[config.mk]
export PLATFORM = sky130hd
export DESIGN_NAME = complex_prog_mem
export DESIGN_NICKNAME = d
export VERILOG_FILES = /design/src/rtl/complex_prog_mem.sv
export SDC_FILE = /design/constraint.sdc
export NUM_CORES = 1
export LEC_CHECK = 0
export ABC_AREA = 1
export CORE_AREA = 2 2 273 275
export CTS_BUF_LIST = sky130_fd_sc_hd__clkbuf_8
export DETAILED_ROUTE_END_ITERATION = 6
export DIE_AREA = 0 0 275 277
export PLACE_DENSITY = 0.53
export SETUP_SLACK_MARGIN = 0.1
export SKIP_LAST_GASP = 1
export SYNTH_ARGS = -nofsm -noshare
export SYNTH_HDL_FRONTEND = slang
export SYNTH_SLANG_ARGS = --single-unit
[constraint.sdc]
create_clock -name clk -period 2.1 [get_ports clk]
set_input_delay 0.21 -clock clk [delete_from_list [all_inputs] [get_ports clk]]
set_output_delay 0.21 -clock clk [all_outputs]
set_load 0.02 [all_outputs]
[src/rtl/complex_prog_mem.sv]
// complex_prog_mem: 32x16 program/data memory with byte-serial loader feeding the complex pipeline controller
// Optional memory dump (DUMP/HALT) enabled by COMPLEX_PROG_MEM_DUMP_EN
module complex_prog_mem #(
    parameter int ADDR_W = 5,
    parameter int LAST_WORD = 31
) (
    input  logic              clk,
    input  logic              rst,
    input  logic              load_valid,
    input  logic [7:0]        load_byte,
    input  logic              load_last,
    output logic              load_ready,
    output logic              cpu_rst,
    input  logic [ADDR_W-1:0] address,
    input  logic              readwriteN,
    input  logic [15:0]       data_out,
    output logic [15:0]       data_in,
    input  logic              dump_req,
    output logic              dump_valid,
    output logic [7:0]        dump_byte,
    input  logic              dump_ready
);
    localparam int DEPTH = 2 ** ADDR_W;
    typedef enum logic [2:0] {LOAD_HI, LOAD_LO, RUN, DUMP, HALT} state_t;
    state_t state, state_nx;
    logic [15:0] mem [DEPTH];
    logic [ADDR_W-1:0] ptr;
    logic [7:0] hi_hold;
    logic load_hs, wr_en;
    assign load_hs = load_valid & load_ready;
    assign wr_en = state == RUN && !readwriteN;
    assign data_in = mem[address];
`ifdef COMPLEX_PROG_MEM_DUMP_EN
    logic [ADDR_W:0] di, di_nx;
    logic [15:0] first_word, nx_word;
    assign di_nx = di + 1'b1;
    // a controller write landing with dump_req must show up in the first dumped byte
    assign first_word = (wr_en && address == '0) ? data_out : mem[0];
    assign nx_word = mem[di_nx[ADDR_W:1]];
`endif
    always_comb begin
        state_nx = state;
        if (state == LOAD_HI && load_hs)
            state_nx = LOAD_LO;
        else if (state == LOAD_LO && load_hs)
            state_nx = (load_last || ptr == ADDR_W'(LAST_WORD)) ? RUN : LOAD_HI;
`ifdef COMPLEX_PROG_MEM_DUMP_EN
        else if (state == RUN && dump_req)
            state_nx = DUMP;
        else if (state == DUMP && dump_valid && dump_ready && di == '1)
            state_nx = HALT;
`endif
    end
    always_ff @(posedge clk) begin
        if (rst) begin
            state <= LOAD_HI;
            ptr <= '0;
            hi_hold <= '0;
            load_ready <= 1'b1;
            cpu_rst <= 1'b1;
            for (int i = 0; i < DEPTH; i++) mem[i] <= '0;
        end else begin
            state <= state_nx;
            load_ready <= state_nx == LOAD_HI || state_nx == LOAD_LO;
            cpu_rst <= state_nx != RUN;
            if (state == LOAD_HI && load_hs) hi_hold <= load_byte;
            if (state == LOAD_LO && load_hs) begin
                mem[ptr] <= {hi_hold, load_byte};
                ptr <= ptr + 1'b1;
            end
            if (wr_en) mem[address] <= data_out;
        end
    end
`ifdef COMPLEX_PROG_MEM_DUMP_EN
    always_ff @(posedge clk) begin
        if (rst) begin
            dump_valid <= 1'b0;
            dump_byte <= '0;
            di <= '0;
        end else if (state == RUN && dump_req) begin
            dump_valid <= 1'b1;
            dump_byte <= first_word[15:8];
            di <= '0;
        end else if (state == DUMP && dump_valid && dump_ready) begin
            di <= di_nx;
            dump_valid <= di != '1;
            dump_byte <= di == '1 ? 8'h00 : (di_nx[0] ? nx_word[7:0] : nx_word[15:8]);
        end
    end
`else
    logic unused;
    assign unused = dump_req ^ dump_ready;
    assign dump_valid = 1'b0;
    assign dump_byte = '0;
`endif
endmodule

# After elaboration in Yosys (flattened, before gate mapping)
# Memories as Yosys holds them, arrays and structs flattened.
# Index checks and enable logic that the tools add are counted.
[totals]
reg_bits = 18
ram_bits = 512
in_bits = 36
output_inout_bits = 27
wordCells = 40
n_memories = 1
[mem_list]
columns = ["name", "words", "word_bits", "rd", "rd_clocked_by_memory_dff", "wr", "line_no", "rtl"]
rows = [
  ["mem", 32, 16, 1, 0, 32, "26", "logic [15:0] mem [DEPTH];"],
]
[op_classes]
add_sub_neg = 1
n_eq_ne = 5
mux = 17
bitwise = 1
reduce_logical = 10
[ops]
columns = ["op", "count"]
rows = [
  ["16-bit two-way mux", 2],
  ["16-bit OR reduction", 2],
  ["1-bit two-way mux", 10],
  ["5-bit two-way mux", 2],
  ["3-bit by 1-bit equality test with 1-bit output, second input constant", 2],
  ["3-bit logical NOT", 2],
  ["3-bit two-way mux", 2],
  ["5-bit by 1-bit adder with 5-bit output, second input constant", 1],
  ["5-bit equality test, second input constant", 1],
  ["3-bit by 2-bit equality test with 1-bit output, second input constant", 1],
  ["1-bit logical AND", 3],
  ["3-bit by 2-bit != test with 1-bit output, second input constant", 1],
  ["1-bit logical OR", 2],
  ["2-bit two-way mux", 1],
  ["1-bit bitwise AND", 1],
  ["1-bit logical NOT", 1],
]

# Longest topological paths before layout
[depth]
depth_word = 8
mapped_depth = 12
mapped_depth_nobuf = 9

# Worst setup path before layout
# OpenSTA, ideal clock, no wires.
[synth_timing]
path_type = "register to register"
from = "register state[1]"
to = "memory mem[10][0], enable pin"
setup_ps = 372
arrival_ps = 1912
required_ps = 1728
setup_slack_ps = -184
stages_incl_launch_ff = 11
path_buffers = 2
period_less_slack_ps = 2284
path_cell_list = "dfxtp_1 inv_1 nor2_4 nand3_4 buf_6 nand2_4 nand3_4 nor2_8 nand2_4 buf_6 nand2_1"
[synth_lines]
columns = ["element", "line_no", "rtl"]
rows = [
  ["start: declaration", "25", "state_t state, state_nx;"],
  ["start signal: assignment", "63", "state <= state_nx;"],
  ["end: declaration", "26", ""],
]

==> results.cfg <==
[finish]
post-route-util = 0.4898
final_cell_mix = 618 x nand2_1, 512 x edfxtp_1, 252 x nand3_1
area_delta_synth_final_pct = 41.28
nets = 2893
diodes = 0
multi_input_area_sq_mm = 0.01110
drive_above_1_share = 0.3943
fillCellCount = 6590
seq_area_sq_mm = 0.01574
mostFrequentLayoutCell = nand2_1

[timing]
rsz0062_at_grt = yes
clock_skew_ps = 40.93
relSlewSlack = 0.6331
max_clock_freq_ghz = 0.4600
slew_violations = 0
post-route-period-util = 1.035
worst_slack_ps = -74.07
min_period_ps = 2174
setup_tns_ps = -3210
setup_viol = 104
hold_viol = 0
tightest_slew_ps = 550.3

[global_route]
grtUsageTotal = 0.2301
grt_pass1_wl_mm = 128.2
overflow = 0
antenna_found_initial = 1
grt_max_degree = 50
grt_pass1_vias = 19524

[clock_network]
root_buffer = clkbuf_8
htree_levels = 3
cts_buffers = 87
clkLatencyLatePin_ps = 700
clk_pin_slew_worst_paths_ps = 60
tritoncts = done
clkSinkCount = 530
clock_path_buffers = 3

[yosys]
syn_area_sq_mm = 0.02551
synthArstFlopShare = 0
ys_warn_count = 0
synth_edf_count = 512
synth_top_area_cell = edfxtp_1
synth.top_cell.area_share = 0.6028
netlist_instances = 2549
ys_seq_area_frac = 0.6169
synth.distinct_cells = 27
syn_area_per_cell_sq_um = 10.01
ys_top_cells_by_area = edfxtp_1 60%, nand2_1 11%, nand3_1 7.6%
synth-main-ff-cell = edfxtp_1
ys_ff_latch = 530

[critical_path]
cp-start-kind = flop
cp_data_arrival_time_ps = 2560
worstPathRequired_ps = 2490
crit_path_max_fanout = 8
cp-end-kind = flop
critical_path_class = flop to flop

[floorplanning]
start_util = 0.3467
rows = 100
die_w_um = 275
die-area_sq_mm = 0.07618
fp.dieH_um = 277
pin_count = 63
core_sq_mm = 0.07357

[pwr]
peakVddDrop_mv = 0.4565
powerDensity_mw_per_mm2 = 682.4
p_leak_nw = 13.92

[status]
status = finished, violations left
violations = negative setup slack

[min_path]
hp-class = input pin to flop

[routing]
routed_wl_mm = 92.01
route.detailed.drc = 0
ant_nets = 0
via_per_inst = 5.246
drt-initial-drc-count = 2156
vias = 20411
avgRoutedWirePerCell_um = 23.65
drtPass1Iterations = 6

[placement]
dp_hpwl_mm = 52.65
portBuffers = 51
gp_congestion = 0.8768

[job]
drv_cap = 0
report_power, final:
part | total [mW] | leakage [nW] | internal [mW] | switching (mW)
Combinational | 4.29 | 7.60 | 1.66 | 2.63
Sequential | 12.1 | 5.44 | 11.9 | 0.123
Clock | 8.24 | 0.883 | 3.97 | 4.27
area by class of cell:
class | instances | area share
Clock buffer | 90 | 0.03438
Clock inverter | 66 | 0.007674
Inverter | 18 | 0.002187
Timing Repair Buffer | 410 | 0.1772
Sequential cell | 530 | 0.4368
Tap cell | 969 | 0.03365
Multi-Input combinational cell | 1808 | 0.3081
critical path: stages, from the launching register on:
cell and delay (ps):
dfxtp_2 340, nor2_4 130, buf_6 120, nand3_4 130, buf_6 160, nand2_4 90, nand3_4 140, nor2_8 160
buf_12 170, buf_12 120, nand2_8 70, nand2_8 90, buf_12 140
state kept, by name, summed over array words and instances (netlist names):
register,cells
state,3
hi_hold,8
load_ready,1
ptr,5
cpu_rst,1
mem,512
routing by layer:
layer,global-route usage,part of all wire
met5,0,0
met2,0.3697,0.48
met1,0.3092,0.39
met3,0.03937,0.086
met4,0.08940,0.045
path summary, 6_finish.rpt:
check,startpoint,to,slack (ps),depth (start not counted)
worst max-delay path,state[2],mem[3][6],-70,12
worst min-delay path,load_last,state[1],250,3
worst max register to register,state[2],mem[3][6],-70,12
worst min register to register,ptr[4],ptr[4],500,2
timing repair:
| item | 4_1_cts | 5_1_grt |
|---|---|---|
| setup buffers | 53 | 23 |
| hold buffers | 0 | 0 |
| gates resized for setup | 415 | 368 |
| pin swaps | 89 | 185 |
| setup endpoints to repair | 1039 | 1039 |
| gates cloned | 37 | 25 |
| hold endpoints to repair | 0 | 0 |
kinds of logic (layout without fill, tap and decap cells):
group,Yosys count,count (layout),synth area share
simple gates,1753,1757,0.3195
flops,530,530,0.6169
buf+inv,223,584,0.04778
compound gates,24,24,0.006475
mux,16,16,0.008242
fa+ha+maj,2,2,0.0009810
other cells,1,9,0.0001470
metrics by stage:
step	power (mW)	hold slack, ps	setup WS [ps]	cell area, sq um	cells
detailed placement	15.33	492.9	-576.4	29270	3605
global route	25.39	242.9	-152.4	36030	3891
floorplan	13.72	281.6	10.48	25730	2557
finish	24.59	251.5	-74.07	36030	3891
global placement	15.30	490.7	-617.4	29270	3605
CTS	24.22	206.0	-81.45	33710	3848
cell usage after synthesis, types with 4 or more instances:
| master | n |
|---|---|
| nand2_1 | 771 |
| edfxtp_1 | 512 |
| nand3_1 | 387 |
| nor2_1 | 282 |
| nor2_2 | 252 |
| clkbuf_1 | 75 |
| buf_2 | 68 |
| buf_6 | 35 |
| nand2_4 | 35 |
| buf_1 | 18 |
| dfxtp_1 | 18 |
| inv_1 | 15 |
| o21ai_0 | 14 |
| mux2i_1 | 12 |
| nor2_4 | 10 |
| buf_4 | 9 |
| a21oi_1 | 6 |
| nand4_1 | 5 |
| mux2i_4 | 4 |
| nor2_8 | 4 |
| o21ai_4 | 4 |
No activity file was read; power rests on OpenSTA's default activity.
